$ cat config.mk
export PLATFORM = sky130hd
export DESIGN_NAME = ahb_sram_slave_flat
export DESIGN_NICKNAME = d
export VERILOG_FILES = /design/src/rtl/ahb_sram_slave_pkg.sv /design/src/rtl/ahb_sram_slave_if.sv /design/src/rtl/ahb_lane_decode.sv /design/src/rtl/ahb_sram_slave.sv /design/src/flat_wrapper.sv
export SDC_FILE = /design/constraint.sdc
export NUM_CORES = 1
export LEC_CHECK = 0
export CAP_MARGIN = 10
export CORE_UTILIZATION = 28
export CTS_CLUSTER_DIAMETER = 100
export CTS_CLUSTER_SIZE = 10
export DETAILED_ROUTE_END_ITERATION = 10
export PLACE_DENSITY_LB_ADDON = 0.05
export SKIP_LAST_GASP = 1
export SLEW_MARGIN = 20
export SYNTH_ARGS = -nofsm -noshare
export SYNTH_HDL_FRONTEND = slang
export SYNTH_SLANG_ARGS = --single-unit
$ cat constraint.sdc
create_clock -name HCLK -period 1.65 [get_ports HCLK]
set_input_delay 0.33 -clock HCLK [delete_from_list [all_inputs] [get_ports HCLK]]
set_output_delay 0.33 -clock HCLK [all_outputs]
set_load 0.005 [all_outputs]
$ cat src/rtl/ahb_sram_slave_pkg.sv
// ---------------------------------------------------------------------------
// ahb_sram_slave_pkg
// Shared types for the AHB-Lite SRAM slave: HTRANS encoding, HRESP values,
// the data-phase state machine encoding and the wait-counter preload helper.
// ---------------------------------------------------------------------------
package ahb_sram_slave_pkg;

    typedef enum logic [1:0] {
        HTRANS_IDLE   = 2'b00,
        HTRANS_BUSY   = 2'b01,
        HTRANS_NONSEQ = 2'b10,
        HTRANS_SEQ    = 2'b11
    } htrans_t;

    localparam logic HRESP_OKAY  = 1'b0;
    localparam logic HRESP_ERROR = 1'b1;

    typedef enum logic [2:0] {
        ST_IDLE = 3'd0,
        ST_WAIT = 3'd1,
        ST_LAST = 3'd2,
        ST_ERR1 = 3'd3,
        ST_ERR2 = 3'd4
    } ahb_slv_state_t;

    // Number of WAIT cycles in front of LAST. Reads need at least one so the
    // SRAM strobe lands a cycle before the data is returned.
    function automatic logic [2:0] first_wait_count(input logic is_write,
                                                    input logic [2:0] wait_states);
        logic [2:0] cnt;
        if (is_write) begin
            cnt = wait_states;
        end else if (wait_states == 3'd0) begin
            cnt = 3'd1;
        end else begin
            cnt = wait_states;
        end
        return cnt;
    endfunction

endpackage

$ cat src/rtl/ahb_sram_slave_if.sv
// ---------------------------------------------------------------------------
// ahb_sram_slave_if
// AHB-Lite slave-side bus bundle.
//   master modport: drives HSEL/HADDR/HTRANS/HWRITE/HSIZE/HWDATA/HREADY,
//                   observes HRDATA/HREADYOUT/HRESP.
//   slave modport : the mirror image.
// HREADY is the bus-level ready produced by the interconnect.
// ---------------------------------------------------------------------------
interface ahb_sram_slave_if
    import ahb_sram_slave_pkg::*;
#(
    parameter int ADDR_W = 32,
    parameter int DATA_W = 32
) ();
    logic              HSEL;
    logic [ADDR_W-1:0] HADDR;
    htrans_t           HTRANS;
    logic              HWRITE;
    logic [2:0]        HSIZE;
    logic [DATA_W-1:0] HWDATA;
    logic              HREADY;
    logic [DATA_W-1:0] HRDATA;
    logic              HREADYOUT;
    logic              HRESP;

    modport master (
        output HSEL, HADDR, HTRANS, HWRITE, HSIZE, HWDATA, HREADY,
        input  HRDATA, HREADYOUT, HRESP
    );

    modport slave (
        input  HSEL, HADDR, HTRANS, HWRITE, HSIZE, HWDATA, HREADY,
        output HRDATA, HREADYOUT, HRESP
    );
endinterface

$ cat src/rtl/ahb_lane_decode.sv
// ---------------------------------------------------------------------------
// ahb_lane_decode
// Maps an AHB transfer size and the low address bits to byte-lane enables.
//   hsize    : log2 of transfer size in bytes
//   low      : byte offset inside a data word
//   mask     : 1 per byte lane touched by the transfer
//   misalign : address not a multiple of the transfer size
// Oversized transfers are not flagged here; the caller knows its bus width.
// ---------------------------------------------------------------------------
module ahb_lane_decode #(
    parameter  int DATA_W = 32,
    localparam int BYTES  = DATA_W / 8,
    localparam int LW     = $clog2(BYTES)
) (
    input  logic [2:0]       hsize,
    input  logic [LW-1:0]    low,
    output logic [BYTES-1:0] mask,
    output logic             misalign
);

    logic [8:0] nbytes_s;
    logic [8:0] low_s;
    logic [8:0] end_s;

    // Lanes [low, low + size) are enabled; misalignment is any low bit set
    // below the transfer size.
    always_comb begin
        nbytes_s = 9'd1 << hsize;
        low_s    = 9'(low);
        end_s    = low_s + nbytes_s;
        mask     = '0;
        for (int i = 0; i < BYTES; i++) begin
            if ((9'(i) >= low_s) && (9'(i) < end_s)) begin
                mask[i] = 1'b1;
            end else begin
                mask[i] = 1'b0;
            end
        end
        misalign = ((low_s & (nbytes_s - 9'd1)) != 9'd0);
    end

endmodule

$ cat src/rtl/ahb_sram_slave.sv
// ---------------------------------------------------------------------------
// ahb_sram_slave
// AHB-Lite slave in front of a single-port synchronous SRAM with active-low
// strobes and one-cycle read latency.
//   HCLK, HRESET : clock and asynchronous active-high reset
//   bus          : AHB-Lite slave port (ahb_sram_slave_if.slave)
//   sram_cen/wen : chip / write enable, active-low
//   sram_ben     : byte-write enables, active-low
//   sram_addr    : word-aligned byte offset from BASE_ADDR
//   sram_din     : write data (HWDATA during the write LAST cycle)
//   sram_dout    : read data, valid the cycle after a read strobe
// Writes take WAIT_STATES+1 data-phase cycles and strobe in LAST. Reads take
// max(WAIT_STATES,1)+1 cycles: strobe in the final WAIT cycle, return data
// in LAST. Faulting transfers get a two-cycle ERROR with no SRAM access.
// ---------------------------------------------------------------------------
module ahb_sram_slave
    import ahb_sram_slave_pkg::*;
#(
    parameter int                ADDR_W      = 32,
    parameter int                DATA_W      = 32,
    parameter logic [ADDR_W-1:0] BASE_ADDR   = '0,
    parameter longint unsigned   MEM_BYTES   = 64'd16777216,
    parameter int                WAIT_STATES = 2
) (
    input  logic                  HCLK,
    input  logic                  HRESET,
    ahb_sram_slave_if.slave       bus,
    output logic                  sram_cen,
    output logic                  sram_wen,
    output logic [DATA_W/8-1:0]   sram_ben,
    output logic [ADDR_W-1:0]     sram_addr,
    output logic [DATA_W-1:0]     sram_din,
    input  logic [DATA_W-1:0]     sram_dout
);

    localparam int              BYTES     = DATA_W / 8;
    localparam int              LW        = $clog2(BYTES);
    localparam logic [ADDR_W:0] MEM_LIMIT = (ADDR_W + 1)'(MEM_BYTES);
    localparam logic [2:0]      WS        = 3'(WAIT_STATES);

    ahb_slv_state_t    state_r, state_s;
    logic [2:0]        cnt_r, cnt_s;
    logic [ADDR_W-1:0] addr_r, addr_s;
    logic              write_r, write_s;
    logic [BYTES-1:0]  mask_r, mask_s;

    logic [ADDR_W-1:0] offset_s;
    logic [BYTES-1:0]  mask_dec_s;
    logic              misalign_s;
    logic              fault_s;
    logic              active_s;
    logic [2:0]        load_cnt_s;

    ahb_lane_decode #(.DATA_W(DATA_W)) u_lane_decode (
        .hsize    (bus.HSIZE),
        .low      (offset_s[LW-1:0]),
        .mask     (mask_dec_s),
        .misalign (misalign_s)
    );

    // Address-phase decode: unsigned offset (below BASE_ADDR wraps high and
    // faults), range/size/alignment checks, and the transfer-valid qualifier.
    always_comb begin
        offset_s   = bus.HADDR - BASE_ADDR;
        fault_s    = ({1'b0, offset_s} >= MEM_LIMIT) ||
                     (bus.HSIZE > 3'(LW)) ||
                     misalign_s;
        active_s   = bus.HSEL && bus.HREADY &&
                     ((bus.HTRANS == HTRANS_NONSEQ) || (bus.HTRANS == HTRANS_SEQ));
        load_cnt_s = first_wait_count(bus.HWRITE, WS);
    end

    // Next-state logic; new transfers are only taken while HREADYOUT is high.
    always_comb begin
        state_s = state_r;
        cnt_s   = cnt_r;
        addr_s  = addr_r;
        write_s = write_r;
        mask_s  = mask_r;
        case (state_r)
            ST_WAIT: begin
                if (cnt_r <= 3'd1) begin
                    state_s = ST_LAST;
                    cnt_s   = 3'd0;
                end else begin
                    cnt_s = cnt_r - 3'd1;
                end
            end
            ST_ERR1: begin
                state_s = ST_ERR2;
            end
            ST_IDLE, ST_LAST, ST_ERR2: begin
                if (active_s) begin
                    addr_s  = {offset_s[ADDR_W-1:LW], {LW{1'b0}}};
                    write_s = bus.HWRITE;
                    mask_s  = mask_dec_s;
                    if (fault_s) begin
                        state_s = ST_ERR1;
                        cnt_s   = 3'd0;
                    end else if (load_cnt_s == 3'd0) begin
                        state_s = ST_LAST;
                        cnt_s   = 3'd0;
                    end else begin
                        state_s = ST_WAIT;
                        cnt_s   = load_cnt_s;
                    end
                end else begin
                    state_s = ST_IDLE;
                    cnt_s   = 3'd0;
                end
            end
            default: begin
                state_s = ST_IDLE;
                cnt_s   = 3'd0;
            end
        endcase
    end

    // State, wait counter and captured address-phase attributes.
    always_ff @(posedge HCLK or posedge HRESET) begin
        if (HRESET) begin
            state_r <= ST_IDLE;
            cnt_r   <= 3'd0;
            addr_r  <= '0;
            write_r <= 1'b0;
            mask_r  <= '0;
        end else begin
            state_r <= state_s;
            cnt_r   <= cnt_s;
            addr_r  <= addr_s;
            write_r <= write_s;
            mask_r  <= mask_s;
        end
    end

    // Bus response and SRAM strobes decoded from registered state only
    // (plus HWDATA for write data), so HADDR never reaches the SRAM pins.
    always_comb begin
        bus.HREADYOUT = 1'b1;
        bus.HRESP     = HRESP_OKAY;
        bus.HRDATA    = '0;
        sram_cen      = 1'b1;
        sram_wen      = 1'b1;
        sram_ben      = '1;
        sram_din      = '0;
        sram_addr     = addr_r;
        case (state_r)
            ST_WAIT: begin
                bus.HREADYOUT = 1'b0;
                if (!write_r && (cnt_r == 3'd1)) begin
                    sram_cen = 1'b0;
                    sram_ben = '0;
                end else begin
                    sram_cen = 1'b1;
                end
            end
            ST_LAST: begin
                if (write_r) begin
                    sram_cen = 1'b0;
                    sram_wen = 1'b0;
                    sram_ben = ~mask_r;
                    sram_din = bus.HWDATA;
                end else begin
                    bus.HRDATA = sram_dout;
                end
            end
            ST_ERR1: begin
                bus.HREADYOUT = 1'b0;
                bus.HRESP     = HRESP_ERROR;
            end
            ST_ERR2: begin
                bus.HRESP = HRESP_ERROR;
            end
            default: begin
                bus.HREADYOUT = 1'b1;
            end
        endcase
    end

endmodule

$ cat src/flat_wrapper.sv
// flat-port wrapper written by rule: the top's interface ports become plain ports
module ahb_sram_slave_flat import ahb_sram_slave_pkg::*;
#(
    parameter int                ADDR_W      = 32,
    parameter int                DATA_W      = 32,
    parameter logic [ADDR_W-1:0] BASE_ADDR   = '0,
    parameter longint unsigned   MEM_BYTES   = 64'd16777216,
    parameter int                WAIT_STATES = 2
)
  (HCLK, HRESET, sram_cen, sram_wen, sram_ben, sram_addr, sram_din, sram_dout, bus_HSEL, bus_HADDR, bus_HTRANS, bus_HWRITE, bus_HSIZE, bus_HWDATA, bus_HREADY, bus_HRDATA, bus_HREADYOUT, bus_HRESP);
  ahb_sram_slave_if #(.ADDR_W(ADDR_W), .DATA_W(DATA_W)) bus_i ();
  input  logic HCLK;
  input  logic HRESET;
  output logic sram_cen;
  output logic sram_wen;
  output logic [DATA_W/8-1:0] sram_ben;
  output logic [ADDR_W-1:0] sram_addr;
  output logic [DATA_W-1:0] sram_din;
  input  logic [DATA_W-1:0] sram_dout;
  input wire logic [$bits(bus_i.HSEL)-1:0] bus_HSEL;
  input wire logic [$bits(bus_i.HADDR)-1:0] bus_HADDR;
  input wire logic [$bits(bus_i.HTRANS)-1:0] bus_HTRANS;
  input wire logic [$bits(bus_i.HWRITE)-1:0] bus_HWRITE;
  input wire logic [$bits(bus_i.HSIZE)-1:0] bus_HSIZE;
  input wire logic [$bits(bus_i.HWDATA)-1:0] bus_HWDATA;
  input wire logic [$bits(bus_i.HREADY)-1:0] bus_HREADY;
  output wire logic [$bits(bus_i.HRDATA)-1:0] bus_HRDATA;
  output wire logic [$bits(bus_i.HREADYOUT)-1:0] bus_HREADYOUT;
  output wire logic [$bits(bus_i.HRESP)-1:0] bus_HRESP;
  assign bus_i.HSEL = bus_HSEL;
  assign bus_i.HADDR = bus_HADDR;
  assign bus_i.HTRANS = bus_HTRANS;
  assign bus_i.HWRITE = bus_HWRITE;
  assign bus_i.HSIZE = bus_HSIZE;
  assign bus_i.HWDATA = bus_HWDATA;
  assign bus_i.HREADY = bus_HREADY;
  assign bus_HRDATA = bus_i.HRDATA;
  assign bus_HREADYOUT = bus_i.HREADYOUT;
  assign bus_HRESP = bus_i.HRESP;
  ahb_sram_slave #(.ADDR_W(ADDR_W), .DATA_W(DATA_W), .BASE_ADDR(BASE_ADDR), .MEM_BYTES(MEM_BYTES), .WAIT_STATES(WAIT_STATES)) u_core (.HCLK(HCLK), .HRESET(HRESET), .bus(bus_i), .sram_cen(sram_cen), .sram_wen(sram_wen), .sram_ben(sram_ben), .sram_addr(sram_addr), .sram_din(sram_din), .sram_dout(sram_dout));
endmodule
==> impl_results.md <==
- CTS tree: built
- CP Cell Sequence: inv_4 -> or3_4 -> buf_6 -> nor2_4 -> buf_8 -> and2_1 -> clkdlybuf4s15_2
- Cell area after synthesis: about 0.0024 sq mm
- Synth top area share: 0.436
- Comb power frac: 0.378
- Netlist cell types: 35
- Clock skew: about 0.0091 ns
- RSZ-0062 raised after global routing: yes
- CP top delay family: simple AND/OR/NAND/NOR gates
- Count leader, synth: and2_1
- Pleak: ~0.0023 uW
- Grt total ovfl: 0
- TritonCTS buffer count: 5
- Hold Fails Final Rpt: 0
- Clk root buf: clkbuf_8
- Max cap viols: 0
- Commonest cells post-synth: and2_1, dfrtp_1, mux2_2, a21oi_1, inv_1
- Detailed Routing Iterations Pass 1: 4
- Die Y: approximately 94 um
- Synth top area cells: dfrtp_1, and2_1, mux2_2
- Core Rows: 33
- WP data arrival: about 1.8 ns
- Slowest CP cell: or3_4
- Int Pwr: approximately 2600 uW
- Maximum vdd ir drop: 0.737 mV
- WS Path Type: reg2out
- Final Power: roughly 3400 uW
- Latest clock arrival within the worst-skew pair: around 0.29 ns
- Dominant cell type by area after synthesis: dfrtp_1
- Layout cells sized above 1: 0.442
- Die area: between 0.008 and 0.009 sq mm
- EDFF count, synth: 0
- Core ar.: ~0.0082 sq mm
- NumNets Final: 573
- Synthesis-stage register bit count: ~40
- Die width: roughly 94 um
- Pre-CTS setup slack: -0.596 ns
- CP Data Required Time: 1.32 ns
- Top-Level Pins: 210
- Average size of a mapped cell: 10.6 sq um
- DRT iter0 DRCs: 34
- Buf+Inv Stages, Crit Path: 4
- Post-synth ARST share: 1.00
- Total vias in the final route: roughly 2,500
- YS warnings: 0
- Post-route ant nets: 0
- Post-route setup TNS: -32.04 ns
- Worst-path maximum fanout: 16
- Clock network fraction of total power: 0.244
- CP Capture Type: primary output
- Peak Freq: roughly 460 MHz
- Via-per-instance ratio: 4.41
- Initial antenna violation count: 0
- CP Launch Type: flip-flop
- Starting Density: 0.288
- Area Overhead vs Synth: 119%
- Antenna diodes: 0
- DRC: 0
- WHS: between 0.3 and 0.4 ns
- Total wire length: 8.05 mm
- # setup viols final: 71
- Flop pwr share: 0.378
- PD cells: between 600 and 700 mW/mm^2
- Status: finished with violations
- Placed wire-length estimate: around 6.0 mm
- WL/cell: ~14 um
- Clock sink count: 41
- Fin crit period: 2.17 ns
- Gpl congestion: 0.813
- Maximum number of pins on one net before global-route repair: 42
- Top_reg_cell synth: dfrtp_1
- CP peak stage delay: between 0.4 and 0.5 ns
- Slew Viols, Final: 0
- Sw Pwr: 806 uW
- First-pass GRT wire length: approximately 12 mm
- Clk slew on worst S/H paths: around 0.08 ns
- IO Port Bufs: just over 200
- Net Sw Frac: 0.238
- H-Tree Depth: 2
- Register area share after synthesis: 0.436
- GR Util All Layers: 0.181
- Setup WS post-layout: -0.518 ns
- Vias in the first global route: 2,423
- Failing checks: negative setup slack
- Period utilization: 1.31
- Synth Instances: 222
- Post-CTS Hold Buffers: 0
- Worst hold path class: in2async
- Clock buffer depth: 2
[final timing paths]
kind	from	endpoint	slack [ns]	cells after the start
setup / recovery	u_core.state_r[1]$_DFFE_PP0P_	bus_HRDATA[2]	-0.52	7
hold / removal	HRESET	u_core.sram_addr[31]$_DFFE_PP0P_	0.36	3
setup reg to reg	u_core.state_r[2]$_DFFE_PP0P_	u_core.write_r$_DFFE_PP0P_	0.10	6
hold reg to reg	u_core.sram_addr[23]$_DFFE_PP0P_	u_core.sram_addr[23]$_DFFE_PP0P_	0.51	1
max in group asynchronous	HRESET	u_core.sram_addr[3]$_DFFE_PP0P_	1.07	3
min in group HCLK	u_core.sram_addr[23]$_DFFE_PP0P_	u_core.sram_addr[23]$_DFFE_PP0P_	0.51	1
[state kept, by name, summed over array words and instances, names as in the netlist]
| signal | cells |
|---|---|
| u_core.sram_addr | 30 |
| u_core.mask_r | 4 |
| u_core.cnt_r | 3 |
| u_core.state_r | 3 |
| u_core.write_r | 1 |
[placed cells by master, fill, tap and decap left out, types with 2 or more instances in the layout]
cell	count
a21o_1	3
nor4_1	2
clkdlybuf4s50_1	129
buf_12	6
clkbuf_8	6
clkdlybuf4s15_1	2
a21oi_2	4
mux2i_1	3
or3_4	2
o21ai_0	3
a21oi_1	4
dlygate4sd2_1	2
buf_8	2
nand4_1	2
o21ai_2	2
clkbuf_2	2
buf_4	22
clkdlybuf4s15_2	24
and2_1	31
buf_2	16
inv_1	8
nor2_4	2
ha_1	4
dfrtp_1	41
o21ai_1	2
nor2_1	7
buf_6	39
conb_1	2
mux2_2	31
and2_4	33
nand2_1	2
[cell type report]
cell class / instances / area, sq um
fillers: 671 / 3030
repair buffers: 246 / 2480
multi-input cells: 157 / 1350
flip-flops and latches: 41 / 1030
well taps: 105 / 131
clock buffers: 7 / 86.3
inverters: 10 / 40.0
clock inverters: 1 / 30.0
[worst min-delay path, cell delays in order]
cell	delay, ns
clkdlybuf4s50_1	0.40
clkinv_1	0.07
buf_12	0.23
[metal layers]
metal,part of all wire,up-vias,track usage
li1,-,1207,-
met1,0.38,1160,0.201
met2,0.49,121,0.322
met3,0.11,12,0.0655
met4,0.016,0,0.0538
met5,0,-,0
[power groups by stage]
stage	Sequential, uW	Combinational [uW]	Clock [uW]
4_1_cts	1280	1290	856
5_1_grt	1300	1380	892
6_report	1280	1280	826
3_5_place_dp	1290	1180	0
2_1_floorplan	1300	353	0
3_3_place_gp	1290	1170	0
[repair_timing]
item | in CTS | in global routing
endpoints found under the setup margin | 76 | 76
buffers inserted | 11 | 4
resized for setup | 308 | 61
cloned | 5 | 0
pin swaps | 28 | 21
[logic make-up (layout without fill, tap and decap cells)]
logic type               Yosys count  count (layout)  synth area share
AND/OR/NAND/NOR                   92              92             0.240
flip-flops                        41              41             0.436
multiplexers                      34              34             0.161
buffers and inverters             25             264            0.0691
AO/OA/AOI/OAI                     23              23            0.0564
adder cells (fa/ha/maj)            6               6            0.0351
other                              1               2           0.00159
[per-stage QoR]
stage	cell area [sq um]	util	std cells
after floorplan	2360	-	223
after global placement	4680	0.572	545
after detailed placement	4680	0.572	545
after CTS	5110	0.626	569
after global routing	5150	0.629	567
final	5150	0.629	567
(Power assumes the default switching activity.)
